### src/rtl/lookup3_pkg.sv
// -----------------------------------------------------------------------------
// lookup3_pkg
// Shared definitions for the lookup3 final() avalanche pipeline:
//   - ROT_F1..ROT_F7 : rotation amounts of the seven final() lines
//   - WSEL_A/B/C     : selects which state word a stage rewrites
//   - lk3_state_t    : the (a, b, c) state triple
//   - rot32()        : 32-bit rotate left
//   - stage_rot()/stage_word() : per-stage rotation and target word
// -----------------------------------------------------------------------------
package lookup3_pkg;

  localparam int ROT_F1 = 14;
  localparam int ROT_F2 = 11;
  localparam int ROT_F3 = 25;
  localparam int ROT_F4 = 16;
  localparam int ROT_F5 = 4;
  localparam int ROT_F6 = 14;
  localparam int ROT_F7 = 24;

  localparam int WSEL_A = 0;
  localparam int WSEL_B = 1;
  localparam int WSEL_C = 2;

  typedef struct packed {
    logic [31:0] a;
    logic [31:0] b;
    logic [31:0] c;
  } lk3_state_t;

  // k is always 1..31 here, so neither shift degenerates.
  function automatic logic [31:0] rot32(input logic [31:0] x, input int unsigned k);
    return (x << k) | (x >> (32 - k));
  endfunction

  function automatic int stage_rot(input int s);
    case (s)
      0:       return ROT_F1;
      1:       return ROT_F2;
      2:       return ROT_F3;
      3:       return ROT_F4;
      4:       return ROT_F5;
      5:       return ROT_F6;
      default: return ROT_F7;
    endcase
  endfunction

  // final() rewrites c, a, b, c, a, b, c in that order.
  function automatic int stage_word(input int s);
    case (s % 3)
      0:       return WSEL_C;
      1:       return WSEL_A;
      default: return WSEL_B;
    endcase
  endfunction

endpackage

### src/rtl/lookup3_final_stage.sv
// -----------------------------------------------------------------------------
// lookup3_final_stage
// One registered line of the lookup3 final() avalanche. The selected word X is
// replaced by (X ^ Y) - rot(Y, ROT_K), where Y is the word that precedes X in
// the c <- b, a <- c, b <- a chain. The other two words pass through.
//
// Parameters:
//   WORD_SEL : WSEL_A / WSEL_B / WSEL_C, the word rewritten by this stage
//   ROT_K    : rotation amount
//   TAG_W    : tag width
//   RST_DATA : also clear data/tag on reset (used for the output stage)
// Ports:
//   CLK, RST : clock, synchronous active-high reset
//   i_adv    : stage advances this cycle (loads from upstream)
//   i_vld, i_st, i_tag : upstream valid, state, tag
//   o_vld, o_st, o_tag : registered valid, state, tag of this stage
// -----------------------------------------------------------------------------
module lookup3_final_stage
  import lookup3_pkg::*;
#(
  parameter int WORD_SEL = WSEL_C,
  parameter int ROT_K    = 14,
  parameter int TAG_W    = 8,
  parameter bit RST_DATA = 1'b0
) (
  input  logic             CLK,
  input  logic             RST,
  input  logic             i_adv,
  input  logic             i_vld,
  input  lk3_state_t       i_st,
  input  logic [TAG_W-1:0] i_tag,
  output logic             o_vld,
  output lk3_state_t       o_st,
  output logic [TAG_W-1:0] o_tag
);

  lk3_state_t       w_nxt;
  lk3_state_t       r_st;
  logic [TAG_W-1:0] r_tag;
  logic             r_vld;

  always_comb begin
    w_nxt = i_st;
    case (WORD_SEL)
      WSEL_A:  w_nxt.a = (i_st.a ^ i_st.c) - rot32(i_st.c, ROT_K);
      WSEL_B:  w_nxt.b = (i_st.b ^ i_st.a) - rot32(i_st.a, ROT_K);
      default: w_nxt.c = (i_st.c ^ i_st.b) - rot32(i_st.b, ROT_K);
    endcase
  end

  always_ff @(posedge CLK) begin
    if (RST) begin
      r_vld <= 1'b0;
    end else if (i_adv) begin
      r_vld <= i_vld;
    end
  end

  // Data only moves with a valid word, so bubbles never overwrite a held
  // result and never carry unknown values forward.
  always_ff @(posedge CLK) begin
    if (RST_DATA && RST) begin
      r_st  <= '0;
      r_tag <= '0;
    end else if (i_adv && i_vld) begin
      r_st  <= w_nxt;
      r_tag <= i_tag;
    end
  end

  assign o_vld = r_vld;
  assign o_st  = r_st;
  assign o_tag = r_tag;

endmodule

### src/rtl/lookup3_final.sv
// -----------------------------------------------------------------------------
// lookup3_final
// Applies the seven lines of lookup3 final() to the (a, b, c) triple left by
// the mix rounds, one line per registered stage, and returns the final c as
// the hash together with a bucket index and the request tag.
//
// Build option:
//   LOOKUP3_FINAL_BUBBLE_EN : when defined, each stage advances independently
//     (empty stages keep filling under an output stall); otherwise a single
//     global stall freezes the whole pipeline while the output is not taken.
//
// Parameters: TAG_W (tag width), IDX_W (bucket index width, 1..32)
// Ports:
//   CLK, RST                  : clock, synchronous active-high reset
//   in_valid/in_ready         : input handshake
//   in_a, in_b, in_c, in_tag  : mix state triple and request tag
//   out_valid/out_ready       : output handshake
//   out_hash                  : final c
//   out_index                 : out_hash[IDX_W-1:0]
//   out_tag                   : tag travelling with the result
// Latency 7 cycles, throughput one triple per cycle.
// -----------------------------------------------------------------------------
module lookup3_final
  import lookup3_pkg::*;
#(
  parameter int TAG_W = 8,
  parameter int IDX_W = 16
) (
  input  logic             CLK,
  input  logic             RST,
  input  logic             in_valid,
  output logic             in_ready,
  input  logic [31:0]      in_a,
  input  logic [31:0]      in_b,
  input  logic [31:0]      in_c,
  input  logic [TAG_W-1:0] in_tag,
  output logic             out_valid,
  input  logic             out_ready,
  output logic [31:0]      out_hash,
  output logic [IDX_W-1:0] out_index,
  output logic [TAG_W-1:0] out_tag
);

  // Index 0 is the pipeline input, index g+1 the output of stage g.
  lk3_state_t       w_st  [0:7];
  logic [TAG_W-1:0] w_tag [0:7];
  logic [7:0]       w_vld;
  logic [6:0]       w_adv;
  logic             w_unused_ab;

  assign w_st[0]  = '{a: in_a, b: in_b, c: in_c};
  assign w_tag[0] = in_tag;
  assign w_vld[0] = in_valid;

  // Advance chain, resolved from the output back to the input. The output
  // stage may move whenever it is empty or its result is being taken; the
  // global-stall form is the same term broadcast to every stage.
  always_comb begin
    w_adv    = '0;
    w_adv[6] = ~w_vld[7] | out_ready;
    for (int i = 5; i >= 0; i--) begin
`ifdef LOOKUP3_FINAL_BUBBLE_EN
      w_adv[i] = ~w_vld[i+1] | w_adv[i+1];
`else
      w_adv[i] = w_adv[6];
`endif
    end
  end

  assign in_ready = w_adv[0];

  for (genvar g = 0; g < 7; g++) begin : g_stage
    lookup3_final_stage #(
      .WORD_SEL (stage_word(g)),
      .ROT_K    (stage_rot(g)),
      .TAG_W    (TAG_W),
      .RST_DATA (g == 6)
    ) u_stage (
      .CLK   (CLK),
      .RST   (RST),
      .i_adv (w_adv[g]),
      .i_vld (w_vld[g]),
      .i_st  (w_st[g]),
      .i_tag (w_tag[g]),
      .o_vld (w_vld[g+1]),
      .o_st  (w_st[g+1]),
      .o_tag (w_tag[g+1])
    );
  end

  assign out_valid = w_vld[7];
  assign out_hash  = w_st[7].c;
  assign out_index = w_st[7].c[IDX_W-1:0];
  assign out_tag   = w_tag[7];

  // Only c is consumed after the last line.
  assign w_unused_ab = ^{w_st[7].a, w_st[7].b};

endmodule

### config.mk
export PLATFORM = sky130hd
export DESIGN_NAME = lookup3_final
export DESIGN_NICKNAME = d
export VERILOG_FILES = /design/src/rtl/lookup3_pkg.sv /design/src/rtl/lookup3_final_stage.sv /design/src/rtl/lookup3_final.sv
export SDC_FILE = /design/constraint.sdc
export NUM_CORES = 1
export LEC_CHECK = 0
export ABC_AREA = 1
export BUFFER_PORTS_ARGS = -buffer_cell sky130_fd_sc_hd__clkbuf_2
export CORE_ASPECT_RATIO = 0.8
export CORE_UTILIZATION = 60
export DETAILED_ROUTE_END_ITERATION = 8
export HOLD_SLACK_MARGIN = 0.03
export PLACE_DENSITY = 0.78
export SYNTH_ARGS = -nofsm -noshare
export SYNTH_HDL_FRONTEND = slang
export SYNTH_SLANG_ARGS = --single-unit
### constraint.sdc
create_clock -name CLK -period 4.13 [get_ports CLK]
set_input_delay 0.826 -clock CLK [delete_from_list [all_inputs] [get_ports CLK]]
set_output_delay 0.826 -clock CLK [all_outputs]
set_load 0.01 [all_outputs]
==> summary.md <==
| Metric | Value |
|---|---|
| Status | complete, no violations |
| Core area | slightly below 0.06 mm2 |
| Dpl hpwl | 93800 um |
| Area of the die | a little over 0.06 mm2 |
| R2r setup slk | 1.24 ns |
| Number of clock sinks | between 600 and 700 |
| Ports | ~170 |
| Slew at the pin with the worst max-slew slack | between 0.9 and 1 ns |
| Sequential element share of the synthesized area | between 50% and 60% |
| Post-synth top area share | 49.6% |
| Pleak | ~18 nW |
| Setup bufs post-CTS | 0 |
| Period utilization | between 60 and 70% |
| Clk_lat worst skew | 0.64 ns |
| Longest Clk Path Bufs | 3 |
| Rows | 79 |
| Max Cap Viol | 0 |
| Wirelength per Cell | ~24 um |
| RSZ-0062 raised after global routing | false |
| Sequential Power Share | 42.3% |
| Largest net degree at the start of global routing | 73 |
| Post-layout min period | ~2.9 ns |
| Routed WL | around 110000 um |
| Crit-path cells | xnor2_1, ha_1, inv_1, fa_1, nand3_1, nand3_2, nand2_1, nand2_1, nand2_1, nand2_1, xor2_1, o21ai_0, inv_1 |
| Worst setup EP type | register |
| Max incr delay on CP | 0.48 ns |
| Syn nets | roughly 4.1k |
| Startpoint types | register |
| # port buffers | about 170 |
| Chip Width | 275 um |
| Ranking of synthesized cells by area | edfxtp_1, nand2_1, xor2_1 |
| Die height | 221 um |
| DR vias | 28.2k |
| Vias in the first global route | 25.7k |
| CTS tree | yes |
| Synth cell types | 36 |
| CTS H-tree lvls | 2 |
| Clock power frac | 28.1% |
| Placement Cell Area | 0.0376 mm2 |
| GRT Total Usage | a little under two fifths |
| Post-DRT Antenna Nets | 0 |
| Non-Filler Instances | 4824 |
| Clock root cell | clkbuf_16 |
| Initial Util | 61.2% |
| Synth Register Bits | 639 |
| Yosys warnings | 0 |
| Dpl cells | 4710 |
| Max Slew Vio Count | 0 |
| Vias/cell | 5.84 |
| Final number of setup-violating endpoints | 0 |
| Combinational group share of total power | 29.6% |
| Clk_skew | 0.0220 ns |
| Hold buffers post-CTS | 0 |
| Mapped Avg Cell Area | 9.46 um2 |
| Initial DRC count | 3889 |
| First-pass detailed-route iteration total | 6 |
| Clock Pin Slew Worst Setup and Hold Paths | 0.06 ns |
| Cell Int Power | about 13 mW |
| Final #Nets | 4336 |
| First-pass GRT wire length | 166000 um |
| P_sw | 7.23 mW |
| CP max stage cell | fa_1 |
| Worst path most repeated cell | nand2_1 |
| Crit path DAT | between 3 and 4 ns |
| Placer congestion estimate | 1.03 |
| Fmax | ~350 MHz |
| Max VDD drop | 0.509 mV |
| Cell Area, Synth | 0.0359 mm2 |
| Worst path required time | 4.66 ns |
| Hold Fails Final Rpt | 0 |
| Gr ovfl total | 0 |
| Sw frac | 36.3% |
| Fin Setup TNS | 0 ns |
| Pwr/cell area | 502 mW/mm2 |
| Final Cell Area | about 0.04 mm2 |
| Post-CTS sizing | 0 |
| Kind of critical path | reg -> reg |
| Drc violations | 0 |
| Hold Crit Class | in -> reg |
| P&R area growth vs syn | 10.6% |
| Layout cells sized above 1 | approximately 8.5% |
| Most area-hungry cell type in the Yosys netlist | edfxtp_1 |
| Syn Inst Count | 3791 |
| CTS buffer count | 61 |
| Initial antenna violation count | 3 |
| Crit Path Max Fanout | 4 |
| Relative slew slack | about 33% |
[critical path, delay by kind of cell, from the launching register on]
family          cells  cell delay [ns]
compound gates      1             0.17
xor+xnor            2             0.52
fa+ha+maj           2             0.69
buf+inv             2             0.16
flops               1             0.42
simple gates        6             0.80
[layout by cell type, fill, tap and decap left out, types with 12 or more instances in the layout]
cell type	netlist	final
clkbuf_16	0	64
dfxtp_1	47	47
xnor2_1	27	27
nand2_2	27	27
a21o_1	22	22
nor2_1	326	325
o21ai_0	148	148
nor4_1	16	16
ha_1	217	217
a21oi_1	279	279
nand4_1	21	21
nor3_1	30	30
a21oi_2	12	12
nand2_1	841	841
inv_1	526	520
nand3_1	207	207
edfxtp_1	592	592
clkbuf_2	0	165
xor2_1	334	334
o21a_1	23	23
[layout make-up]
cell class / count / area [um2]
Inverter: 527 / 1990
Timing Repair Buffer: 178 / 973
Multi-Input combinational cell: 2597 / 15000
Antenna cell: 2 / 5.00
Sequential cell: 639 / 18700
Fill cell: 4582 / 19000
Clock inverter: 34 / 282
Clock buffer: 78 / 1710
Tap cell: 769 / 962
[layer usage]
metal | vias to the layer above | global-route usage (%) | part of all wire (%)
met3 | 233 | 8.75 | 11
met1 | 13300 | 57.7 | 45
li1 | 13100 | - | -
met5 | - | 0 | 0.020
met2 | 1528 | 53.3 | 40
met4 | 4 | 11.8 | 3.3
[synthesized netlist by cell type (all sizes together)]
library cell / count
xor2: 334
clkbuf: 7
nand4: 21
edfxtp: 592
and3: 1
buf: 21
a21o: 22
nor3: 31
ha: 217
a21oi: 291
o21a: 23
and2: 3
clkinv: 1
nand3b: 9
or2: 7
dfxtp: 47
o211ai: 2
o311ai: 3
nand2: 868
fa: 7
o21ai: 168
xnor2: 27
o21bai: 4
nand3: 209
inv: 526
nor2: 334
nor4: 16
[power groups by stage]
stage | sequential [mW] | clock, mW | combinational (mW)
after floorplan | 8.09 | 0 | 3.79
after global placement | 8.52 | 0 | 5.59
after detailed placement | 8.52 | 0 | 5.64
after CTS | 8.39 | 5.63 | 5.67
after global routing | 8.41 | 5.88 | 6.34
final | 8.42 | 5.59 | 5.90
[final timing paths]
path / from / endpoint / cells past startpoint
setup / recovery: g_stage[5].u_stage.o_st[32] / g_stage[6].u_stage.o_st[14] / 13
hold / removal: in_a[3] / g_stage[0].u_stage.o_st[67] / 1
setup reg to reg: g_stage[5].u_stage.o_st[32] / g_stage[6].u_stage.o_st[14] / 13
hold reg to reg: g_stage[2].u_stage.o_tag[3] / g_stage[3].u_stage.o_tag[3] / 0
[metrics by stage]
| step | setup WS [ns] | hold slack (ns) | power [mW] | utilization, % |
|---|---|---|---|---|
| 2_1_floorplan | 0.539 | 0.400 | 11.9 | - |
| 3_3_place_gp | 1.19 | 0.400 | 14.1 | 64.2 |
| 3_5_place_dp | 1.11 | 0.405 | 14.2 | 64.2 |
| 4_1_cts | 1.31 | 0.338 | 19.7 | 67.6 |
| 5_1_grt | 1.03 | 0.347 | 20.6 | 67.6 |
| 6_report | 1.24 | 0.362 | 19.9 | 67.6 |
[flip-flops by register name (all words and copies together), names as in the netlist]
signal and flops:
g_stage.u_stage.o_tag 56, g_stage.u_stage.o_st 576, g_stage.u_stage.o_vld 7
[logic make-up after synthesis]
logic type	count (synthesis)	synth area share, %
AOI/OAI and AO/OA	513	7.79
adders and majority gates	224	7.96
xor gates and xnor gates	361	8.82
DFF	639	52.2
buffers and inverters	555	5.99
and+or+nand+nor	1499	17.2
Note: power is estimated with default switching activity, not from simulation.
